**config.mk**
```make
export PLATFORM = sky130hd
export DESIGN_NAME = inst_sequencer_flat
export DESIGN_NICKNAME = d
export VERILOG_FILES = /design/src/rtl/inst_sequencer_if.sv /design/src/rtl/inst_sequencer.sv /design/src/flat_wrapper.sv
export SDC_FILE = /design/constraint.sdc
export NUM_CORES = 1
export LEC_CHECK = 0
export CAP_MARGIN = 10
export CORE_ASPECT_RATIO = 1.2
export CORE_MARGIN = 3
export CORE_UTILIZATION = 35
export CTS_BUF_LIST = sky130_fd_sc_hd__clkbuf_8
export DETAILED_ROUTE_END_ITERATION = 7
export PLACE_DENSITY_LB_ADDON = 0.05
export SLEW_MARGIN = 15
export SYNTH_ARGS = -nofsm -noshare
export SYNTH_HDL_FRONTEND = slang
export SYNTH_SLANG_ARGS = --single-unit
```
**constraint.sdc**
```tcl
create_clock -name clk -period 8 [get_ports clk]
set_input_delay 0.8 -clock clk [delete_from_list [all_inputs] [get_ports clk]]
set_output_delay 0.8 -clock clk [all_outputs]
set_load 0.005 [all_outputs]
```
**src/rtl/inst_sequencer_if.sv**
```systemverilog
// inst_seq_if: host Q/K vector valid/ready stream feeding the instruction sequencer
interface inst_seq_if #(
  parameter int W = 64
);
  logic         in_valid;
  logic [W-1:0] in_data;
  logic         in_ready;
  modport master (output in_valid, in_data, input in_ready);
  modport slave  (input in_valid, in_data, output in_ready);
endinterface

```
**src/rtl/inst_sequencer.sv**
```systemverilog
// inst_sequencer: on-chip generator of fullchip inst[19:0] and mem_in for Q/K load, K preload,
// execute, ofifo->pmem move and SFP normalization; every output is registered.
module inst_sequencer #(
  parameter int bw          = 8,
  parameter int pr          = 8,
  parameter int col         = 8,
  parameter int total_cycle = 8,
  parameter int gap_cycles  = 10
) (
  input  logic            clk,
  input  logic            reset,
  input  logic            start,
  inst_seq_if.slave       host,
  output logic [pr*bw-1:0] mem_in,
  output logic [19:0]     inst,
  output logic            busy,
  output logic            done
);
  typedef enum logic [3:0] {IDLE, QWR, KWR, GAP1, KLD, WAIT1, EXE, WAIT2, MOV, NRM, FIN} state_t;
  typedef enum logic [1:0] {N_ACC, N_HOLD, N_DIV, N_WB} nrm_t;
  localparam logic [7:0] TC_LAST  = 8'(total_cycle - 1);
  localparam logic [7:0] TC_END   = 8'(total_cycle);
  localparam logic [7:0] COL_LAST = 8'(col - 1);
  localparam logic [7:0] COL_END  = 8'(col);
  localparam logic [7:0] KLD_END  = 8'(col + 2);
  localparam logic [7:0] GAP_LAST = 8'(gap_cycles - 1);
  state_t            state_q, state_d;
  nrm_t              ph_q, ph_d;
  logic [7:0]        cnt_q, cnt_d;
  logic [19:0]       inst_q, inst_d;
  logic [pr*bw-1:0]  mem_in_q, mem_in_d;
  logic              in_ready_q, in_ready_d;
  logic              busy_q, busy_d;
  logic              done_q, done_d;
  logic              fire;
  logic [3:0]        add;
  assign fire = host.in_valid & in_ready_q;
  assign add  = cnt_q[3:0];
  always_comb begin
    state_d  = state_q;
    ph_d     = ph_q;
    cnt_d    = cnt_q + 8'd1;
    inst_d   = '0;
    mem_in_d = mem_in_q;
    done_d   = 1'b0;
    busy_d   = busy_q;
    case (state_q)
      IDLE: begin
        state_d = start ? QWR : IDLE;
        busy_d  = start;
        cnt_d   = '0;
      end
      QWR: begin
        inst_d[4]     = fire;
        inst_d[15:12] = fire ? add : 4'd0;
        mem_in_d      = fire ? host.in_data : mem_in_q;
        cnt_d         = !fire ? cnt_q : (cnt_q == TC_LAST) ? 8'd0 : cnt_q + 8'd1;
        state_d       = (fire && cnt_q == TC_LAST) ? KWR : QWR;
      end
      KWR: begin
        inst_d[2]     = fire;
        inst_d[15:12] = fire ? add : 4'd0;
        mem_in_d      = fire ? host.in_data : mem_in_q;
        cnt_d         = !fire ? cnt_q : (cnt_q == COL_LAST) ? 8'd0 : cnt_q + 8'd1;
        state_d       = (fire && cnt_q == COL_LAST) ? GAP1 : KWR;
      end
      GAP1: begin
        state_d = (cnt_q == 8'd1) ? KLD : GAP1;
        cnt_d   = (cnt_q == 8'd1) ? 8'd0 : cnt_q + 8'd1;
      end
      KLD: begin
        // cycle 0 primes the array, 1..col stream K rows, col+1 flushes load, col+2 is idle
        inst_d[6]     = cnt_q != KLD_END;
        inst_d[3]     = cnt_q != 8'd0 && cnt_q <= COL_END;
        inst_d[15:12] = (cnt_q > 8'd1 && cnt_q <= COL_END) ? 4'(cnt_q - 8'd1) : 4'd0;
        state_d       = (cnt_q == KLD_END) ? WAIT1 : KLD;
        cnt_d         = (cnt_q == KLD_END) ? 8'd0 : cnt_q + 8'd1;
      end
      WAIT1: begin
        state_d = (cnt_q == GAP_LAST) ? EXE : WAIT1;
        cnt_d   = (cnt_q == GAP_LAST) ? 8'd0 : cnt_q + 8'd1;
      end
      EXE: begin
        inst_d[7]     = cnt_q != TC_END;
        inst_d[5]     = cnt_q != TC_END;
        inst_d[15:12] = (cnt_q != TC_END) ? add : 4'd0;
        state_d       = (cnt_q == TC_END) ? WAIT2 : EXE;
        cnt_d         = (cnt_q == TC_END) ? 8'd0 : cnt_q + 8'd1;
      end
      WAIT2: begin
        state_d = (cnt_q == GAP_LAST) ? MOV : WAIT2;
        cnt_d   = (cnt_q == GAP_LAST) ? 8'd0 : cnt_q + 8'd1;
      end
      MOV: begin
        inst_d[16]   = 1'b1;
        inst_d[0]    = 1'b1;
        inst_d[11:8] = add;
        state_d      = (cnt_q == TC_LAST) ? NRM : MOV;
        cnt_d        = (cnt_q == TC_LAST) ? 8'd0 : cnt_q + 8'd1;
        ph_d         = N_ACC;
      end
      NRM: begin
        inst_d[11:8] = add;
        inst_d[18]   = ph_q == N_ACC;
        inst_d[1]    = ph_q == N_ACC;
        inst_d[17]   = ph_q == N_DIV;
        inst_d[19]   = ph_q == N_WB;
        inst_d[0]    = ph_q == N_WB;
        ph_d         = nrm_t'(ph_q + 2'd1);
        cnt_d        = (ph_q == N_WB) ? cnt_q + 8'd1 : cnt_q;
        state_d      = (ph_q == N_WB && cnt_q == TC_LAST) ? FIN : NRM;
      end
      FIN: begin
        done_d  = 1'b1;
        state_d = IDLE;
      end
      default: state_d = IDLE;
    endcase
    in_ready_d = state_d == QWR || state_d == KWR;
  end
  always_ff @(posedge clk or posedge reset) begin
    if (reset) begin
      state_q    <= IDLE;
      ph_q       <= N_ACC;
      cnt_q      <= '0;
      inst_q     <= '0;
      mem_in_q   <= '0;
      in_ready_q <= 1'b0;
      busy_q     <= 1'b0;
      done_q     <= 1'b0;
    end else begin
      state_q    <= state_d;
      ph_q       <= ph_d;
      cnt_q      <= cnt_d;
      inst_q     <= inst_d;
      mem_in_q   <= mem_in_d;
      in_ready_q <= in_ready_d;
      busy_q     <= busy_d;
      done_q     <= done_d;
    end
  end
  assign host.in_ready = in_ready_q;
  assign mem_in        = mem_in_q;
  assign inst          = inst_q;
  assign busy          = busy_q;
  assign done          = done_q;
endmodule

```
**src/flat_wrapper.sv**
```systemverilog
// flat-port wrapper written by rule: the top's interface ports become plain ports
module inst_sequencer_flat 
#(
  parameter int bw          = 8,
  parameter int pr          = 8,
  parameter int col         = 8,
  parameter int total_cycle = 8,
  parameter int gap_cycles  = 10
)
  (clk, reset, start, mem_in, inst, busy, done, host_in_valid, host_in_data, host_in_ready);
  inst_seq_if #(.W(64)) host_i ();
  input  logic clk;
  input  logic reset;
  input  logic start;
  output logic [pr*bw-1:0] mem_in;
  output logic [19:0] inst;
  output logic busy;
  output logic done;
  input wire logic [$bits(host_i.in_valid)-1:0] host_in_valid;
  input wire logic [$bits(host_i.in_data)-1:0] host_in_data;
  output wire logic [$bits(host_i.in_ready)-1:0] host_in_ready;
  assign host_i.in_valid = host_in_valid;
  assign host_i.in_data = host_in_data;
  assign host_in_ready = host_i.in_ready;
  inst_sequencer #(.bw(bw), .pr(pr), .col(col), .total_cycle(total_cycle), .gap_cycles(gap_cycles)) u_core (.clk(clk), .reset(reset), .start(start), .host(host_i), .mem_in(mem_in), .inst(inst), .busy(busy), .done(done));
endmodule
```
[Word level (Yosys, flattened, before mapping)]
Index checks and enable logic that the tools add are counted.
Cells by class
  bitwise gates (word level): 1
  reduce and logical (&&, ||, !) cells: 14
  shift operators: 0
  $mul: 0
  equal/unequal tests: 23
  magnitude comparators: 2
  multiplexer cells: 35
  add/sub/neg operators: 3
  div/mod/pow operators: 0
Operators with widths (count)
  8-bit case mux with 8 select lines: 1
  8-bit two-way mux: 7
  4-bit case mux with 10 select lines: 1
  8-bit by 4-bit == test with 1-bit output, second input constant: 3
  4-bit two-way mux: 5
  4-bit by 3-bit == test with 1-bit output, second input constant: 4
  8-bit by 4-bit != test with 1-bit output, second input constant: 2
  1-bit two-way mux: 13
  4-bit by 2-bit == test with 1-bit output, second input constant: 3
  4-bit == test, second input constant: 3
  4-bit case mux with 3 select lines: 1
  8-bit by 1-bit adder with 8-bit output, second input constant: 1
  4-bit by 1-bit == test with 1-bit output, second input constant: 2
  8-bit by 1-bit == test with 1-bit output, second input constant: 1
  8-bit by 3-bit == test with 1-bit output, second input constant: 1
  8-bit by 1-bit > comparator with 1-bit output, second input constant: 1
  8-bit by 4-bit <= comparator with 1-bit output, second input constant: 1
  8-bit nonzero test: 1
  2-bit two-way mux: 3
  3-bit two-way mux: 2
  2-bit OR reduction: 3
  2-bit == test, second input constant: 2
  1-bit logical AND: 4
  4-bit zero test: 1
  other kinds (10): 12
Word-level totals
  bits of input ports: 68
  flip-flop bits (word level): 101
  word-level logic and storage cells: 86
  bits in latches: 0
  ROM bits: 0
  memories: 0
  output and inout port bits: 87
  RAM bits: 0

[Longest topological paths before layout]
Gate-level depths: netlist of the first run.
  depth after elaboration: 6
  gate-level depth with buffers: 8
  depth with buffers taken out: 8

[Worst setup path before layout of the first run]
No wires, ideal clock.
  path kind: reg2reg
  start: register u_core.cnt_q[5]
  end: register u_core.in_ready_q, in the netlist u_core.host.in_ready
  cell stages (with the launch flop): 7
  arrival: 2084 ps
  required time: 7904 ps
  setup slack: 5820 ps
  clock period less this slack: 2180 ps
  cells stage by stage: dfrtp_1 > nor4_4 > nand3_2 > a32o_1 > or4_4 > and2_4 > nor4_2
Between the ends
  longest elaborated chain between the ends: 6
Ends and longest elaborated chain
  start, declared: line inst_sequencer.sv:29  | logic [7:0] cnt_q, cnt_d;
  start signal, assigned: line inst_sequencer.sv:134  | cnt_q <= cnt_d;
  8-bit by 3-bit == test with 1-bit output
  1-bit logical AND, on equally long branches: line inst_sequencer.sv:111, inst_sequencer.sv:58, inst_sequencer.sv:65
  2-bit two-way mux, or another cell as far along: line inst_sequencer.sv:111  | state_d = (ph_q == N_WB && cnt_q == TC_LAST) ? FIN : NRM;
  4-bit case mux with 10 select lines (*): line inst_sequencer.sv:47  | case (state_q)
  named net u_core.state_d[0]: line inst_sequencer.sv:27  | state_t state_q, state_d;
  4-bit by 1-bit == test with 1-bit output or 4-bit by 2-bit == test with 1-bit output (tied branches): line inst_sequencer.sv:119  | in_ready_d = state_d == QWR || state_d == KWR;
  1-bit logical OR (*): line inst_sequencer.sv:119
  named net u_core.in_ready_d: line inst_sequencer.sv:32  | logic in_ready_q, in_ready_d;
  end signal, assigned: line inst_sequencer.sv:137  | in_ready_q <= in_ready_d;
  end, declared: line inst_sequencer.sv:32
The timed path passes the listed nets; every way through them passes the cells marked *.
A chain may end at the register's enable or synchronous reset.

[Final worst setup path of the first run]
  start: input port host_in_valid
  end: register u_core.in_ready_q, in the netlist u_core.host.in_ready
Between the ends
  longest elaborated chain between the ends: 6
Ends and longest elaborated chain
  start, declared: line flat_wrapper.sv:19  | input wire logic [$bits(host_i.in_valid)-1:0] host_in_valid;
  1-bit AND (*): line inst_sequencer.sv:37  | assign fire = host.in_valid & in_ready_q;
  1-bit logical AND (*): line inst_sequencer.sv:58, inst_sequencer.sv:65
  1-bit two-way mux or 2-bit two-way mux (tied branches): line inst_sequencer.sv:65, inst_sequencer.sv:58
  4-bit case mux with 10 select lines (*): line inst_sequencer.sv:47
  named net u_core.state_d[0]: line inst_sequencer.sv:27
  4-bit by 1-bit == test with 1-bit output or 4-bit by 2-bit == test with 1-bit output (tied branches): line inst_sequencer.sv:119
  1-bit logical OR (*): line inst_sequencer.sv:119
  named net u_core.in_ready_d: line inst_sequencer.sv:32
Marked as above.

==> impl_summary.log, run 1 <==
[metrics] status: complete, no violations
[metrics] post-route setup TNS: 0 ns
[metrics] start of the worst register-to-register path: u_core.state_q[1]
[metrics] Post-route DRC: 0
[metrics] Post-CTS Hold Buffers: 0
[metrics] Lkg Pwr: 2.80 nW
[metrics] total routing usage reported by global routing: 16.5%
[metrics] count of different cell masters after synthesis: 49
[metrics] Cells on Worst Hold Path: 2
[metrics] synth cell count leaders: dfrtp_1, mux2_2, nor2_1
[metrics] Clk Latency, worst-skew pair: 0.37 ns
[metrics] clock tree buffer depth: 2
[metrics] final count of hold timing violations: 0
[metrics] Synth Cell Area: 0.00429 mm2
[metrics] Final setup viols: 0
[metrics] fin. max-slew vios: 0
[metrics] mean number of vias per cell: 4.83
[metrics] worst-case reg-to-reg path depth: 6
[metrics] Mapped Nets: 410
[metrics] endpoint of the worst-slack reg-to-reg timing path: u_core.cnt_q[5]
[metrics] Synth area leader: dfrtp_1
[metrics] number of global-route vias before repair: 3,213
[metrics] standard cell core area: 0.0118 mm2
[metrics] start point of the worst min-delay path: u_core.busy
[metrics] Die Wd: 107 um
[metrics] most numerous cell in the Yosys netlist: dfrtp_1
[metrics] number of flops mapped to enable cells by yosys: 0
[metrics] number of warnings issued by yosys: 0
[metrics] post-DR wirelength/cell: 16.8 um
[metrics] area fraction of the dominant cell type after synthesis: 57.8%
[metrics] CTS H-Tree Depth: 3
[metrics] number of violations of the max-capacitance limit: 0
[metrics] antenna violations before repair: 0
[metrics] Fmax: 389 MHz
[metrics] share of synthesized area occupied by flip-flops and latches: 57.8%
[metrics] DPL Wire Length: 7940 um
[metrics] CP required: 8.26 ns
[metrics] effective utilization at floorplan: 36.4%
[metrics] number of post-CTS setup repair buffers: 0
[metrics] Hold/Removal Path Class: reg -> reg
[metrics] average footprint of a synthesized cell: 12.8 um2
[metrics] Seq cells post-synth: 99
[metrics] number of buffers created by CTS: 9
[metrics] number of instances in the synthesized netlist: 334
[metrics] setup repair after global routing missed its margin: no
[metrics] share of the clock period used by the worst path after layout: 32.1%
[metrics] GR Overflow Total: 0
[metrics] detailed-route wire length: 10,900 um
[metrics] Top-Level Pins: 155
[metrics] register-to-register setup slack: 5.48 ns
[metrics] nets@finish: 560
[metrics] top cells by area in the synthesized netlist: dfrtp_1, mux2_2, ha_1, nor2_1, buf_6
[metrics] post-cts repair resize count: 0
[metrics] slew of the pin with the lowest slew margin: 0.913 ns
[metrics] count of clock tree sinks: 99
[metrics] VDD IR max: 0.0675 mV
[metrics] area growth from synthesis to layout: 44.3%
[metrics] Tmin final: 2.57 ns
[metrics] port buffer count: 154
[metrics] root cell of the clock tree: clkbuf_8
[metrics] worst hold slack after final layout: 0.498 ns
[metrics] first-pass GRT wire length: 17,500 um
[metrics] final setup slack of the worst path: 5.43 ns
[metrics] die area: 0.0136 mm2
[metrics] fraction of final layout cells with drive strength greater than 1: 19.4%
[metrics] die height: 127 um
[metrics] maximum number of pins on one net before global-route repair: 67
[metrics] proportion of synthesized flip-flops having asynchronous set or reset: 100%
[metrics] number of nets with antenna violations after routing: 0
[metrics] startpoint types: input port
[metrics] clock tree skew after final layout: 0.0106 ns
[metrics] WP data arrival: 2.83 ns
[metrics] worst-path maximum fanout: 6
[metrics] Clock Pin Slew Worst Setup and Hold Paths: 0.10 ns
[metrics] PD cells: 152 mW/mm2
[metrics] CTS tree: yes
[metrics] via count: 3,121
[metrics] antenna cells: 0
[metrics] number of design-rule violations left by the first detailed-router iteration: 120
[metrics] post-place setup slack: 5.00 ns
[metrics] endpoint kind of the worst setup timing path: flip-flop
[metrics] Final Wtd Congestion: 0.879
[metrics] number of iterations in the first detailed-routing pass: 4
[metrics] Hold Path Sink: u_core.busy
[metrics] Main synth FF type: dfrtp_1
[metrics] relative max-transition margin: 39.1%
[metrics] number of rows created at floorplan: 43
[metrics] WS Path Type: in -> reg
-- cell usage in the layout, fill, tap and decap left out, drive strengths merged, types with 3 or more instances in the layout --
master           n
nor3             4
dfrtp           99
or2              3
a31oi            3
clkbuf          10
o21ai           14
nor2b            4
and2             5
nand3            6
xnor2            6
bufinv           3
nand4            8
mux2            64
a21oi            5
ha               8
nand2           18
clkdlybuf4s50  154
nor2            25
inv             10
nor4             3
-- power by group --
part	switching, W	internal (W)
clock network	0.000177	0.000217
registers	0	0.000500
logic	0.0000145	0.0000290
-- critical path, cell delays in order --
cell and delay (ns):
clkdlybuf4s50_1 0.60, nand4_1 0.12, o21ai_0 0.18, a31oi_1 0.11
or4_4 0.57, and2_4 0.18, nor4_2 0.27
-- logic make-up after synthesis --
kind of cell | Yosys count | synth area share, %
flip-flops | 99 | 57.8
AO/OA/AOI/OAI | 38 | 5.86
AND/OR/NAND/NOR | 88 | 11.4
adder cells (fa/ha/maj) | 8 | 2.33
XOR/XNOR | 8 | 1.63
multiplexers | 66 | 17.3
buffers and inverters | 27 | 3.76
-- layout make-up --
class	instances	area [um2]
repair buffers	156	1560
multi-input cells	208	1670
flip-flops and latches	99	2480
fillers	1036	5600
clock buffers	10	138
inverters	10	40.0
well taps	157	196
clock inverters	6	111
-- worst max path at each step --
| stage | from | end | slack, ns | cells after the start |
|---|---|---|---|---|
| finish | host_in_valid | u_core.host.in_ready | 5.43 | 7 |
| global route | host_in_valid | u_core.cnt_q[5] | 5.20 | 7 |
| CTS | host_in_valid | u_core.cnt_q[5] | 5.39 | 7 |
| detailed placement | host_in_valid | u_core.cnt_q[5] | 5.00 | 7 |
| global placement | host_in_valid | u_core.cnt_q[7] | 5.07 | 7 |
| floorplan | reset | u_core.busy | 4.61 | 1 |
-- sequential cells by signal, summed over array words and instances (netlist names) --
register / count
u_core.state_q: 4
u_core.inst: 18
u_core.mem_in: 64
u_core.done: 1
u_core.host.in_ready: 1
u_core.cnt_q: 8
u_core.ph_q: 2
u_core.busy: 1
-- per-stage QoR --
step	total power (W)	std cells	area [um2]	utilization, %
after floorplan	0.000518	334	4290	-
after global placement	0.000554	630	5940	50.4
after detailed placement	0.000554	630	5940	50.4
after CTS	0.000954	646	6190	52.5
after global routing	0.000977	646	6190	52.5
final	0.000937	646	6190	52.5
-- per-layer routing --
metal | routed length, um | part of all wire [%] | up-vias | global-route usage, %
met1 | 4480 | 41 | 1519 | 20.0
met4 | 227 | 2.1 | 0 | 7.30
met3 | 655 | 6.0 | 16 | 3.79
met5 | 0 | 0 | - | 0
met2 | 5520 | 51 | 111 | 27.8
li1 | - | - | 1475 | -
Power figures use the tool's default switching activity.
==> inputs of run 2 (changes only) <==
- clock period: 8 -> 2.5 ns (I/O delays scaled with it)
==> run 2 against run 1 <==
Effect of this change: die area stayed put; critical path type is now reg -> reg; clock skew is 0.00077 ns higher; clock power grew to 2.6 times the previous value; routed wire length is 0.66% higher; worst setup slack worse by 5.3 ns; sequential power grew to 3.2 times the previous value; global-route usage is 0.14 points higher; non-clock buffer count is 14 higher; sequential cell count stayed put; largest power group unchanged.
==> impl_summary.log, run 2 (synthesized netlist as in run 1, its figures left out) <==
[metrics] post-place setup slack: 0.233 ns (-4.76 ns)
[metrics] area growth from synthesis to layout: 46.8%
[metrics] fraction of power consumed by the clock network: 37.2% (-4.8 points)
[metrics] mean number of vias per cell: 4.79 (-0.77%)
[metrics] number of buffers and inverters on the critical path: 1 (unchanged)
[metrics] total routing usage reported by global routing: 16.6% (+0.14 points)
[metrics] Hold/Removal Path Class: in -> async
[metrics] number of violations of the max-capacitance limit: 0 (unchanged)
[metrics] number of nets with antenna violations after routing: 0 (unchanged)
[metrics] endpoint of the worst-slack reg-to-reg timing path: u_core.host.in_ready
[metrics] antenna cells: 0 (unchanged)
[metrics] Critical path destination: u_core.host.in_ready
[metrics] GR Overflow Total: 0 (unchanged)
[metrics] standard cell core area: 0.0118 mm2 (unchanged)
[metrics] Lkg Pwr: 2.86 nW (+2.2%)
[metrics] effective utilization at floorplan: 36.4% (unchanged)
[metrics] Fmax: 430 MHz
[metrics] maximum number of pins on one net before global-route repair: 34 (-49%)
[metrics] number of rows created at floorplan: 43 (unchanged)
[metrics] count of clock tree sinks: 99 (unchanged)
[metrics] final count of hold timing violations: 0 (unchanged)
[metrics] die area: 0.0136 mm2 (unchanged)
[metrics] Tmin final: 2.33 ns
[metrics] Top-Level Pins: 155 (unchanged)
[metrics] relative max-transition margin: 56.2% (+17 points)
[metrics] slew of the pin with the lowest slew margin: 0.656 ns (-0.257 ns)
[metrics] highest-count cells in the layout ignoring fill and taps: clkdlybuf4s50_1, dfrtp_1, mux2_2
[metrics] number of post-CTS setup repair buffers: 0 (unchanged)
[metrics] fraction of final layout cells with drive strength greater than 1: 21.5% (+2.0 points)
[metrics] Clk Latency, worst-skew pair: 0.36 ns (about the same)
[metrics] detailed-route wire length: 11,000 um (+0.66%)
[metrics] number of buffers created by CTS: 9 (unchanged)
[metrics] status: complete, no violations
[metrics] post-layout instance area: 0.00630 mm2 (+1.8%)
[metrics] total placed instance area: 0.00609 mm2 (+2.6%)
[metrics] register area: 0.00248 mm2 (unchanged)
[metrics] setup repair after global routing missed its margin: no
[metrics] WP data arrival: 2.58 ns (-0.25 ns)
[metrics] via count: 3,164 (+1.4%)
[metrics] die height: 127 um (unchanged)
[metrics] nets@finish: 574 (+2.5%)
[metrics] CP required: 2.76 ns (-5.50 ns)
[metrics] antenna violations before repair: 0 (unchanged)
[metrics] worst-path maximum fanout: 6 (unchanged)
[metrics] net switching fraction of the power: 21.3% (+0.90 points)
[metrics] Final setup viols: 0 (unchanged)
[metrics] number of global-route vias before repair: 3,192 (-0.65%)
[metrics] number of flip-flops under the largest register name: 64 (unchanged)
[metrics] combinational cell fraction of total power: 5.3% (+0.7 points)
[metrics] CTS H-Tree Depth: 3 (unchanged)
[metrics] number of iterations in the first detailed-routing pass: 4 (unchanged)
[metrics] clock tree buffer depth: 2 (unchanged)
[metrics] root cell of the clock tree: clkbuf_8
[metrics] list of cells traversed by the critical path: inv_1 -> ha_1 -> nand3b_1 -> o21ai_0 -> a31oi_1 -> or4_4 -> and2_4 -> nor4_2
[metrics] commonest non-fill, non-tap cell in the layout: clkdlybuf4s50_1
[metrics] post-route setup TNS: 0 ns (unchanged)
[metrics] WS Path Type: reg -> reg
[metrics] Filler Cell Count: 987 (-4.7%)
[metrics] startpoint types: flip-flop
[metrics] Die Wd: 107 um (unchanged)
[metrics] DPL Wire Length: 8550 um (+7.7%)
[metrics] area occupied by multi-input gates: 0.00167 mm2 (unchanged)
[metrics] start of the worst register-to-register path: u_core.cnt_q[1]
[metrics] post-DR wirelength/cell: 16.6 um (-1.5%)
[metrics] stage delay of the slowest cell on the critical path: 0.56 ns (-0.04 ns)
[metrics] P_sw: 0.000595 W (+210%)
[metrics] internal power consumption: 0.00219 W (+190%)
[metrics] Post-route DRC: 0 (unchanged)
[metrics] fin. max-slew vios: 0 (unchanged)
[metrics] Clock Pin Slew Worst Setup and Hold Paths: 0.10 ns (about the same)
[metrics] VDD IR max: 0.294 mV (+340%)
[metrics] Final Wtd Congestion: 0.893 (+1.5%)
[metrics] WP depth: 8 (+1)
[metrics] endpoint kind of the worst setup timing path: flip-flop
[metrics] clock tree skew after final layout: 0.0113 ns (+0.000765 ns)
[metrics] first-pass GRT wire length: 17,700 um (+1.6%)
[metrics] cell with the biggest individual delay on the critical path: or4_4
[metrics] worst-case reg-to-reg path depth: 8 (+2)
[metrics] Post-CTS Hold Buffers: 0 (unchanged)
[metrics] Worst Setup SP: u_core.cnt_q[1]
[metrics] number of design-rule violations left by the first detailed-router iteration: 116 (-3.3%)
[metrics] share of the clock period used by the worst path after layout: 93.1%
[metrics] PD cells: 442 mW/mm2 (+190%)
[metrics] part of the total power dissipated in sequential elements: 57.4% (+4.1 points)
[metrics] CTS tree: yes
[metrics] post-cts repair resize count: 0 (unchanged)
[metrics] final setup slack of the worst path: 0.173 ns (-5.26 ns)
[metrics] port buffer count: 154 (unchanged)
[metrics] cell family with the largest share of critical-path delay: simple AND/OR/NAND/NOR gates
[metrics] register-to-register setup slack: 0.17 ns (-5.31 ns)
-- run 2: changes by cell type in the layout (fill, tap and decap cells not counted), sizes merged --
cell and delta:
bufinv -2, clkinv +1, buf +14, clkinvlp +2
inv -1
-- run 2: worst min-delay path by stage --
stage                     depth (start not counted)                end  slack (ns)         from
final                                             2  u_core.mem_in[47]        0.32        reset
after global routing                              2  u_core.mem_in[47]        0.35        reset
after CTS                                         2  u_core.mem_in[52]        0.33        reset
after detailed placement                          2        u_core.busy        0.46  u_core.busy
after global placement                            2        u_core.busy        0.46  u_core.busy
after floorplan                                   2        u_core.busy        0.40        start
-- run 2: layer usage --
layer / up-vias / global-route usage [%] / wire, um
met1: 1529 / 21.5 / 4620
li1: 1501 / - / -
met2: 122 / 27.4 / 5450
met4: 0 / 5.34 / 156
met5: - / 0 / 0
met3: 12 / 4.04 / 727
-- run 2: layout make-up --
type,instances,share of cell area [%]
Clock buffer,10,2.19
Inverter,10,0.656
Clock inverter,6,1.05
Tap cell,157,3.12
Multi-Input combinational cell,208,26.5
Sequential cell,99,39.3
Timing Repair Buffer,170,27.2
-- run 2: power groups by stage --
stage	sequential, W	clock (W)	combinational [W]
after floorplan	0.00163	0	0.0000248
after global placement	0.00163	0	0.000153
after detailed placement	0.00163	0	0.000153
after CTS	0.00160	0.00109	0.000154
after global routing	0.00160	0.00115	0.000164
final	0.00160	0.00104	0.000149
-- run 2: stage by stage --
| stage | hold WS, ns | total power [W] | utilization (%) | instances |
|---|---|---|---|---|
| floorplan | 0.400 | 0.00166 | - | 334 |
| global placement | 0.465 | 0.00178 | 51.7 | 644 |
| detailed placement | 0.464 | 0.00178 | 51.7 | 644 |
| CTS | 0.329 | 0.00285 | 53.5 | 660 |
| global route | 0.350 | 0.00291 | 53.5 | 660 |
| finish | 0.319 | 0.00279 | 53.5 | 660 |
==> inputs of run 3 (changes only) <==
- CORE_UTILIZATION: 35 -> 37
- CTS_CLUSTER_SIZE: not set -> 30
==> run 3 against run 2 <==
Effect of this change: non-clock buffer count is 4 lower; global-route usage grew 0.074 points; fmax up 2.0%; combinational power hardly changed; critical path type unchanged; highest routed layer unchanged.
==> impl_summary.log, run 3 (synthesized netlist as in run 1, its figures left out) <==
[metrics] number of buffers created by CTS: 9 (unchanged)
[metrics] Final Wtd Congestion: 0.896 (+0.38%)
[metrics] number of design-rule violations left by the first detailed-router iteration: 113 (-2.6%)
[metrics] Clk Latency, worst-skew pair: 0.36 ns (about the same)
[metrics] Fmax: 439 MHz (+2.0%)
[metrics] slew of the pin with the lowest slew margin: 0.697 ns (+0.0414 ns)
[metrics] status: complete, no violations
[metrics] CTS H-Tree Depth: 3 (unchanged)
[metrics] Tmin final: 2.28 ns (-0.0467 ns)
[metrics] VDD IR max: 0.297 mV (+1.1%)
[metrics] nets@finish: 570 (-0.70%)
[metrics] Final Power: 0.00278 W (-0.33%)
[metrics] detailed-route wire length: 10,800 um (-1.4%)
[metrics] final core utilization: 55.8% (+2.3 points)
[metrics] total routing usage reported by global routing: 16.7% (+0.074 points)
[metrics] number of violations of the max-capacitance limit: 0 (unchanged)
[metrics] fin. max-slew vios: 0 (unchanged)
[metrics] startpoint types: flip-flop
[metrics] net switching fraction of the power: 20.7% (-0.69 points)
[metrics] Lkg Pwr: 2.84 nW (-0.58%)
[metrics] port buffer count: 154 (unchanged)
[metrics] share of the clock period used by the worst path after layout: 91.2% (-1.9 points)
[metrics] PD cells: 445 mW/mm2 (+0.57%)
[metrics] antenna cells: 0 (unchanged)
[metrics] root cell of the clock tree: clkbuf_8
[metrics] via count: 3,162 (-0.063%)
[metrics] clock tree skew after final layout: 0.00648 ns (-0.00484 ns)
[metrics] CTS tree: yes
[metrics] Worst Setup SP: u_core.cnt_q[5]
[metrics] first-pass GRT wire length: 16,800 um (-5.3%)
[metrics] final count of hold timing violations: 0 (unchanged)
[metrics] number of rows created at floorplan: 42 (-2.3%)
[metrics] number of global-route vias before repair: 3,152 (-1.3%)
[metrics] area growth from synthesis to layout: 45.5%
[metrics] Final setup viols: 0 (unchanged)
[metrics] GR Overflow Total: 0 (unchanged)
[metrics] Top-Level Pins: 155 (unchanged)
[metrics] number of post-CTS setup repair buffers: 0 (unchanged)
[metrics] start of the worst register-to-register path: u_core.cnt_q[5]
[metrics] die area: 0.0129 mm2 (-5.1%)
[metrics] worst hold slack after final layout: 0.364 ns (+0.0451 ns)
[metrics] fraction of final layout cells with drive strength greater than 1: 20.5% (-0.99 points)
[metrics] WS Path Type: reg -> reg
[metrics] setup repair after global routing missed its margin: no
[metrics] part of the total power dissipated in sequential elements: 57.6% (+0.2 points)
[metrics] P_sw: 0.000573 W (-3.6%)
[metrics] highest-count cells in the layout ignoring fill and taps: clkdlybuf4s50_1, dfrtp_1, mux2_2
[metrics] WP data arrival: 2.55 ns (-0.03 ns)
[metrics] post-cts repair resize count: 0 (unchanged)
[metrics] standard cell core area: 0.0112 mm2 (-5.0%)
[metrics] antenna violations before repair: 0 (unchanged)
[metrics] die height: 124 um (-2.6%)
[metrics] number of flip-flops under the largest register name: 64 (unchanged)
[metrics] Post-CTS Hold Buffers: 0 (unchanged)
[metrics] post-DR wirelength/cell: 16.6 um (-0.23%)
[metrics] Hold/Removal Path Class: in -> async
[metrics] worst-path maximum fanout: 5 (-1)
[metrics] Post-route DRC: 0 (unchanged)
[metrics] commonest non-fill, non-tap cell in the layout: clkdlybuf4s50_1
[metrics] combinational cell fraction of total power: 5.3% (about the same)
[metrics] effective utilization at floorplan: 38.3% (+1.9 points)
[metrics] number of iterations in the first detailed-routing pass: 4 (unchanged)
[metrics] mean number of vias per cell: 4.85 (+1.2%)
[metrics] endpoint kind of the worst setup timing path: flip-flop
[metrics] maximum number of pins on one net before global-route repair: 56 (+65%)
[metrics] internal power consumption: 0.00220 W (+0.55%)
[metrics] number of nets with antenna violations after routing: 0 (unchanged)
[metrics] clock tree buffer depth: 2 (unchanged)
[metrics] relative max-transition margin: 53.4% (-2.8 points)
[metrics] Die Wd: 104 um (-2.6%)
[metrics] post-route setup TNS: 0 ns (unchanged)
[metrics] Clock Pin Slew Worst Setup and Hold Paths: 0.09 ns (about the same)
[metrics] DPL Wire Length: 8110 um (-5.1%)
[metrics] fraction of power consumed by the clock network: 37.1% (about the same)
[metrics] count of clock tree sinks: 99 (unchanged)
[metrics] CP required: 2.77 ns (about the same)
==> run 3: changes by cell type in the layout (fill, tap and decap cells not counted), sizes merged <==
cell,previous run,this run
clkinv,3,2
clkinvlp,3,1
inv,9,10
buf,16,12
clkbuf,10,11
==> run 3: layout make-up <==
class	instances	area [um2]
fillers	971	4950
multi-input cells	208	1670
inverters	10	41.3
flip-flops and latches	99	2480
well taps	154	193
repair buffers	166	1670
clock buffers	11	151
clock inverters	4	42.5
==> run 3: final timing paths <==
| kind | cells after the start | endpoint | slack, ns |
|---|---|---|---|
| worst min register to register | 2 | u_core.busy | 0.50 |
| worst min-delay path | 2 | u_core.mem_in[49] | 0.36 |
| min in group clk | 3 | u_core.busy | 0.46 |
| max in group asynchronous | 3 | u_core.mem_in[62] | 1.51 |
| worst max register to register | 7 | u_core.host.in_ready | 0.22 |
| worst max-delay path | 7 | u_core.host.in_ready | 0.22 |
==> run 3: per-stage QoR <==
step	std cells	instance area, um2	setup slack [ns]
final	652	6240	0.220
after global routing	652	6240	0.117
after CTS	652	6240	0.210
after detailed placement	637	6050	0.252
after global placement	637	6050	0.298
after floorplan	334	4290	0.320
==> run 3: power groups by stage <==
stage | Clock (W) | Combinational [W] | Sequential, W
after floorplan | 0 | 0.0000248 | 0.00163
after global placement | 0 | 0.000149 | 0.00163
after detailed placement | 0 | 0.000149 | 0.00163
after CTS | 0.00108 | 0.000150 | 0.00160
after global routing | 0.00113 | 0.000161 | 0.00160
final | 0.00103 | 0.000146 | 0.00160
==> run 3: worst max-delay path: stages, from the launching register on <==
cell and delay, ns:
dfrtp_1 0.46, nor4_4 0.39, buf_4 0.20, nand4_1 0.09, a32o_1 0.21, or4_4 0.43, and2_4 0.17, nor4_2 0.24
==> run 3: per-layer routing <==
metal,track usage (%),vias up,routed length (um)
met3,4.51,13,539
met4,6.07,0,182
li1,-,1489,-
met5,0,-,0
met1,20.7,1551,4650
met2,28.2,109,5420
